**config.mk**
```make
export PLATFORM = sky130hd
export DESIGN_NAME = sha1_compress_core
export DESIGN_NICKNAME = d
export VERILOG_FILES = /design/src/rtl/sha1_compress_core.sv
export SDC_FILE = /design/constraint.sdc
export NUM_CORES = 2
export LEC_CHECK = 0
export CAP_MARGIN = 20
export CORE_MARGIN = 2
export CORE_UTILIZATION = 40
export CTS_CLUSTER_DIAMETER = 120
export DETAILED_ROUTE_END_ITERATION = 10
export MAX_ROUTING_LAYER = met4
export PLACE_DENSITY = 0.67
export SLEW_MARGIN = 20
export SYNTH_ARGS = -nofsm -noshare
export SYNTH_HDL_FRONTEND = slang
export SYNTH_SLANG_ARGS = --single-unit
```
**constraint.sdc**
```tcl
create_clock -name clk -period 5.9 [get_ports clk]
set_clock_uncertainty 0.05 [all_clocks]
set_input_delay 0.885 -clock clk [delete_from_list [all_inputs] [get_ports clk]]
set_output_delay 0.885 -clock clk [all_outputs]
set_load 0.005 [all_outputs]
```
**src/rtl/sha1_compress_core.sv**
```systemverilog
// ---------------------------------------------------------------------------
// sha1_compress_core
//
// Purpose:
//   Iterative SHA-1 compression engine. Accepts one 512-bit message block and
//   a 160-bit chaining value, runs the 80 SHA-1 rounds with ROUNDS_PER_CYCLE
//   rounds unrolled per clock, and returns the updated 160-bit digest. The
//   message schedule is a 16-word sliding window that is extended on the fly.
//
// Parameters:
//   ROUNDS_PER_CYCLE : rounds per clock; must divide 80 (1,2,4,5,8,10,16,20,40,80)
//   N                : word width, fixed at 32
//
// Ports:
//   clk        in   1    rising-edge clock
//   rst_n      in   1    asynchronous active-low reset
//   in_valid   in   1    block + chaining value present
//   in_ready   out  1    core idle, can accept
//   in_block   in   512  message block, W0 in [511:480], W15 in [31:0]
//   in_hash    in   160  chaining value {A,B,C,D,E}, A in [159:128]
//   out_valid  out  1    digest available
//   out_ready  in   1    downstream accepts digest
//   out_hash   out  160  digest {H0..H4}, H0 in [159:128]
//   busy       out  1    high from acceptance until the output handshake
//
// Optional feature (macro SHA1_CHAIN_EN):
//   Adds in_first / in_last. in_first selects the standard IV instead of the
//   internal chain register; only blocks tagged in_last produce out_valid.
//   in_hash is not used in this build.
// ---------------------------------------------------------------------------
module sha1_compress_core #(
    parameter int ROUNDS_PER_CYCLE = 1,
    parameter int N                = 32
) (
    input  logic           clk,
    input  logic           rst_n,
    input  logic           in_valid,
    output logic           in_ready,
    input  logic [16*N-1:0] in_block,
    input  logic [5*N-1:0]  in_hash,
    output logic           out_valid,
    input  logic           out_ready,
    output logic [5*N-1:0]  out_hash,
    output logic           busy
`ifdef SHA1_CHAIN_EN
    ,
    input  logic           in_first,
    input  logic           in_last
`endif
);

    localparam int R = ROUNDS_PER_CYCLE;

    if (!(R == 1 || R == 2 || R == 4 || R == 5 || R == 8 || R == 10 ||
          R == 16 || R == 20 || R == 40 || R == 80)) begin : g_bad_rounds
        $fatal(1, "sha1_compress_core: ROUNDS_PER_CYCLE must divide 80");
    end
    if (N != 32) begin : g_bad_width
        $fatal(1, "sha1_compress_core: N must be 32");
    end

    localparam logic [5*N-1:0] IV =
        160'h67452301_efcdab89_98badcfe_10325476_c3d2e1f0;

    typedef enum logic [1:0] {S_IDLE, S_RUN, S_FINAL, S_DONE} state_t;

    function automatic logic [N-1:0] rotl(input logic [N-1:0] x, input int s);
        return (x << s) | (x >> (N - s));
    endfunction

    function automatic logic [N-1:0] f_sel(input logic [7:0] t, input logic [N-1:0] b,
                                           input logic [N-1:0] c, input logic [N-1:0] d);
        if (t < 8'd20)      return (b & c) | (~b & d);
        else if (t < 8'd40) return b ^ c ^ d;
        else if (t < 8'd60) return (b & c) | (b & d) | (c & d);
        else                return b ^ c ^ d;
    endfunction

    function automatic logic [N-1:0] k_sel(input logic [7:0] t);
        if (t < 8'd20)      return 32'h5a827999;
        else if (t < 8'd40) return 32'h6ed9eba1;
        else if (t < 8'd60) return 32'h8f1bbcdc;
        else                return 32'hca62c1d6;
    endfunction

    state_t         r_state;
    logic [6:0]     r_cnt;
    logic [N-1:0]   r_w [0:15];
    logic [N-1:0]   r_a, r_b, r_c, r_d, r_e;
    logic [5*N-1:0] r_saved;
    logic [5*N-1:0] r_out_hash;
    logic           r_in_ready;
    logic           r_out_valid;
    logic           r_busy;
`ifdef SHA1_CHAIN_EN
    logic [5*N-1:0] r_chain;
    logic           r_last;
`endif

    logic [N-1:0]   w_ext [0:R+15];
    logic [N-1:0]   w_a [0:R];
    logic [N-1:0]   w_b [0:R];
    logic [N-1:0]   w_c [0:R];
    logic [N-1:0]   w_d [0:R];
    logic [N-1:0]   w_e [0:R];
    logic [5*N-1:0] w_sum;
    logic [5*N-1:0] w_cv;

    // Schedule window extended by R words, then R rounds chained in one cycle.
    // Each new word may depend on words produced earlier in the same cycle.
    always_comb begin
        for (int k = 0; k < 16; k++) begin
            w_ext[k] = r_w[k];
        end
        for (int j = 0; j < R; j++) begin
            w_ext[16+j] = rotl(w_ext[13+j] ^ w_ext[8+j] ^ w_ext[2+j] ^ w_ext[j], 1);
        end
        w_a[0] = r_a;
        w_b[0] = r_b;
        w_c[0] = r_c;
        w_d[0] = r_d;
        w_e[0] = r_e;
        for (int j = 0; j < R; j++) begin
            w_a[j+1] = rotl(w_a[j], 5)
                     + f_sel({1'b0, r_cnt} + 8'(j), w_b[j], w_c[j], w_d[j])
                     + w_e[j]
                     + k_sel({1'b0, r_cnt} + 8'(j))
                     + w_ext[j];
            w_b[j+1] = w_a[j];
            w_c[j+1] = rotl(w_b[j], 30);
            w_d[j+1] = w_c[j];
            w_e[j+1] = w_d[j];
        end
    end

    assign w_sum = {r_saved[159:128] + r_a,
                    r_saved[127:96]  + r_b,
                    r_saved[95:64]   + r_c,
                    r_saved[63:32]   + r_d,
                    r_saved[31:0]    + r_e};

`ifdef SHA1_CHAIN_EN
    assign w_cv = in_first ? IV : r_chain;
`else
    assign w_cv = in_hash;
`endif

    always_ff @(posedge clk or negedge rst_n) begin
        if (!rst_n) begin
            r_state     <= S_IDLE;
            r_cnt       <= 7'd0;
            for (int k = 0; k < 16; k++) begin
                r_w[k] <= '0;
            end
            r_a         <= '0;
            r_b         <= '0;
            r_c         <= '0;
            r_d         <= '0;
            r_e         <= '0;
            r_saved     <= '0;
            r_out_hash  <= '0;
            r_in_ready  <= 1'b1;
            r_out_valid <= 1'b0;
            r_busy      <= 1'b0;
`ifdef SHA1_CHAIN_EN
            r_chain     <= IV;
            r_last      <= 1'b0;
`endif
        end else begin
            case (r_state)
                S_IDLE: begin
                    if (in_valid) begin
                        for (int k = 0; k < 16; k++) begin
                            r_w[k] <= in_block[511-32*k -: 32];
                        end
                        {r_a, r_b, r_c, r_d, r_e} <= w_cv;
                        r_saved    <= w_cv;
                        r_cnt      <= 7'd0;
                        r_in_ready <= 1'b0;
                        r_busy     <= 1'b1;
`ifdef SHA1_CHAIN_EN
                        r_last     <= in_last;
`endif
                        r_state    <= S_RUN;
                    end
                end
                S_RUN: begin
                    // The terminal count is checked on the registered value, so
                    // one extra edge separates the last round from FINAL.
                    if (r_cnt == 7'd80) begin
                        r_state <= S_FINAL;
                    end else begin
                        r_a   <= w_a[R];
                        r_b   <= w_b[R];
                        r_c   <= w_c[R];
                        r_d   <= w_d[R];
                        r_e   <= w_e[R];
                        for (int k = 0; k < 16; k++) begin
                            r_w[k] <= w_ext[R+k];
                        end
                        r_cnt <= r_cnt + 7'(R);
                    end
                end
                S_FINAL: begin
`ifdef SHA1_CHAIN_EN
                    r_chain <= w_sum;
                    if (r_last) begin
                        r_out_hash  <= w_sum;
                        r_out_valid <= 1'b1;
                        r_state     <= S_DONE;
                    end else begin
                        r_busy      <= 1'b0;
                        r_in_ready  <= 1'b1;
                        r_state     <= S_IDLE;
                    end
`else
                    r_out_hash  <= w_sum;
                    r_out_valid <= 1'b1;
                    r_state     <= S_DONE;
`endif
                end
                S_DONE: begin
                    if (out_ready) begin
                        r_out_valid <= 1'b0;
                        r_busy      <= 1'b0;
                        r_in_ready  <= 1'b1;
                        r_state     <= S_IDLE;
                    end
                end
                default: begin
                    r_state <= S_IDLE;
                end
            endcase
        end
    end

    assign in_ready  = r_in_ready;
    assign out_valid = r_out_valid;
    assign out_hash  = r_out_hash;
    assign busy      = r_busy;

endmodule

```
==> impl_metrics.env <==
export IMPL_critPathLaunch="r_cnt[3]$_DFFE_PN0P_"
export IMPL_worstRegToRegCells=22
export IMPL_syn_avg_cell_area_um2=10.3
export IMPL_path_cells="or2_2 > a211oi_1 > nor2_1 > buf_4 > buf_4 > inv_1 > nor2_1 > nor2_1 > fa_1 > fa_1 > ha_1 > and4_1 > and3_1 > buf_4 > nand4_1 > nand4_1 > a41oi_2 > nor2_1 > or3b_2 > a31oi_1 > mux2i_1 > o221ai_1"
export IMPL_cts_made_buffers=114
export IMPL_routedWlPerCell_um=26.4
export IMPL_numClockSinks=1004
export IMPL_synthArstFlopShare_pct=100
export IMPL_r2r_start="r_cnt[3]$_DFFE_PN0P_"
export IMPL_crit_buf_inv=4
export IMPL_port_buffers=838
export IMPL_max_clock_freq_mhz=177
export IMPL_fin_setup_tns_ns=0
export IMPL_insertion_delay_ns=0.79
export IMPL_postCtsSetupBuffers=0
export IMPL_worst_setup_path_type="flop to flop"
export IMPL_syn_nets=6458
export IMPL_most_common_layout_cells="dfrtp_1, clkdlybuf4s50_1, nand2_1"
export IMPL_initialDrtViolationCount=3256
export IMPL_ys_flop_type="dfrtp_1"
export IMPL_final_hold_violation_count=0
export IMPL_fin_util_pct=51.1
export IMPL_path_max_fanout=9
export IMPL_setup_viol=0
export IMPL_ys_seq_area_share_pct=44.7
export IMPL_grt_use_total_pct=30.9
export IMPL_fin_crit_sh_pct=95.6
export IMPL_status="complete, no violations"
export IMPL_route_vias_total=44317
export IMPL_cts_root_buf="clkbuf_16"
export IMPL_dr_pass1_iters=6
export IMPL_die_w_um=379
export IMPL_place_congestion=1.00
export IMPL_die_h_um=379
export IMPL_slew_headroom_pct=29.5
export IMPL_synth_edf_count=0
export IMPL_cts_tree="done"
export IMPL_cap_violations=0
export IMPL_synthesis_area_um2=56200
export IMPL_seq_power_share_pct=45.6
export IMPL_required_ns=6.47
export IMPL_die_area_um2=144000
export IMPL_drc=0
export IMPL_final_max_slew_violation_count=0
export IMPL_grt_pass1_wl_mm=309
export IMPL_design_core_area_um2=140000
export IMPL_fin_crit_ns=5.64
export IMPL_grt_start_max_net_pins=306
export IMPL_drt_wl_total_mm=218
export IMPL_p_sw_share_pct=22.8
export IMPL_p_int_mw=11.7
export IMPL_reg2reg_to="r_a[30]$_DFFE_PN0P_"
export IMPL_clock_power_share_pct=49.7
export IMPL_endpoint_kind="flop"
export IMPL_critPathSlowestCell="fa_1"
export IMPL_yosysWarnings=0
export IMPL_vdd_drop_max_mv=0.231
export IMPL_fin_nets=7258
export IMPL_ys_ff_latch=1004
export IMPL_worst_pin_slew_ns=1.06
export IMPL_initial_utilization_pct=40.3
export IMPL_antenna_found_initial=61
export IMPL_grt_setup_unrepaired="false"
export IMPL_power_leakage_nw=36.0
export IMPL_cp_top_family="simple AND/OR/NAND/NOR gates"
export IMPL_dpl_hpwl_mm=173
export IMPL_grt_pass1_vias=44373
export IMPL_syn_inst=5457
export IMPL_worst_setup_path_start_kind="flop"
export IMPL_r2r_slack_ns=0.26
export IMPL_pin_count=839
export IMPL_htree_levels=3
export IMPL_powerDensity_nw_per_um2=212
export IMPL_drive_above_1_share_pct=10.3
export IMPL_clk_pin_slew_worst_paths_ns=0.06
export IMPL_min_path_type="input pin to asynchronous set/reset pin"
export IMPL_cts_buffer_depth=3
export IMPL_drtAntennaViolNets=0
export IMPL_synth_cell_types=69
export IMPL_final_common_cell="dfrtp_1"
export IMPL_worstPathArrival_ns=6.21
export IMPL_slowest_delay_ns=0.48
export IMPL_syn2layout_area_growth_pct=26.8
export IMPL_grt_ovfl_total=0
export IMPL_path_common_cell="nor2_1"
export IMPL_placement_rows=137
export IMPL_vias_per_cell=5.35
export IMPL_power_switching_mw=3.44
export IMPL_pwr_share_comb_pct=4.7
[state kept, by name, indices dropped and copies added, names as in the netlist]
| register | count |
|---|---|
| r_saved | 160 |
| in_ready | 1 |
| r_c | 32 |
| r_cnt | 7 |
| r_a | 32 |
| busy | 1 |
| out_valid | 1 |
| r_b | 32 |
| out_hash | 160 |
| r_state | 2 |
| r_d | 32 |
| r_e | 32 |
| r_w | 512 |
[through the flow]
step / cell area, um^2 / setup slack (ns) / hold WS, ns / power (mW) / cells
3_5_place_dp: 67100 / 0.195 / 0.420 / 7.72 / 8016
5_1_grt: 71300 / 0.00139 / 0.102 / 15.6 / 8282
2_1_floorplan: 56200 / 0.258 / 0.400 / 7.03 / 5457
4_1_cts: 71100 / 0.147 / 0.0858 / 15.2 / 8228
6_report: 71300 / 0.260 / 0.0906 / 15.1 / 8284
3_3_place_gp: 67100 / 0.172 / 0.410 / 7.73 / 8016
[timing repair]
| action | CTS | global route |
|---|---|---|
| endpoints found under the setup margin | 0 | 2 |
| resized for setup | 0 | 7 |
| hold endpoints to repair | 0 | 0 |
| hold buffers | 0 | 0 |
[worst max-delay path by stage]
stage | end | slack (ns) | depth (start not counted)
finish | r_a[30]$_DFFE_PN0P_ | 0.26 | 22
global route | r_a[30]$_DFFE_PN0P_ | 0.001 | 25
CTS | r_a[30]$_DFFE_PN0P_ | 0.15 | 20
detailed placement | r_a[30]$_DFFE_PN0P_ | 0.19 | 21
global placement | r_a[30]$_DFFE_PN0P_ | 0.17 | 21
floorplan | r_a[30]$_DFFE_PN0P_ | 0.26 | 22
[synth_stat cells, types with 44 or more instances]
library cell,number,area (um^2)
a21oi_1,211,1060
a21o_1,70,526
xnor2_1,217,1900
inv_1,236,886
nor2_1,167,627
mux2_2,295,3320
nand2_1,767,2880
dfrtp_1,1003,25100
fa_1,125,2500
nand3_1,44,220
mux2i_1,645,6460
ha_1,200,2500
o21ai_0,747,3740
clkbuf_1,271,1020
xor2_1,50,438
[area by class of cell]
cell class	count	area, um^2
Fill cell	12769	68200
Multi-Input combinational cell	3925	29200
Sequential cell	1004	25100
Timing Repair Buffer	976	9650
Clock buffer	169	3290
Tap cell	1876	2350
Inverter	236	886
Clock inverter	43	657
Antenna cell	55	138
[cells by family (layout without fill, tap and decap cells)]
family / count (synthesis) / after routing / share of synthesized area, %
AO/OA/AOI/OAI: 1275 / 1275 / 13.1
XOR/XNOR: 267 / 267 / 4.16
adder cells (fa/ha/maj): 325 / 325 / 8.90
buffers and inverters: 528 / 1424 / 3.52
flip-flops: 1004 / 1004 / 44.7
multiplexers: 942 / 942 / 17.4
other: 0 / 55 / 0
AND/OR/NAND/NOR: 1116 / 1116 / 8.14
[routing by layer]
| layer | track usage (%) | vias up | part of all wire (%) |
|---|---|---|---|
| met5 | - | - | 0 |
| met4 | 14.8 | 0 | 5.4 |
| met3 | 6.56 | 376 | 6.5 |
| met2 | 51.5 | 1492 | 49 |
| met1 | 35.4 | 21757 | 39 |
| li1 | - | 20692 | - |
[power by group through the flow]
stage / clock network, mW / logic (mW) / registers [mW]
floorplan: 0 / 0.0143 / 7.01
global placement: 0 / 0.715 / 7.01
detailed placement: 0 / 0.713 / 7.01
CTS: 7.63 / 0.718 / 6.89
global route: 7.92 / 0.753 / 6.88
finish: 7.50 / 0.709 / 6.89
No activity file was read; power rests on OpenSTA's default activity.
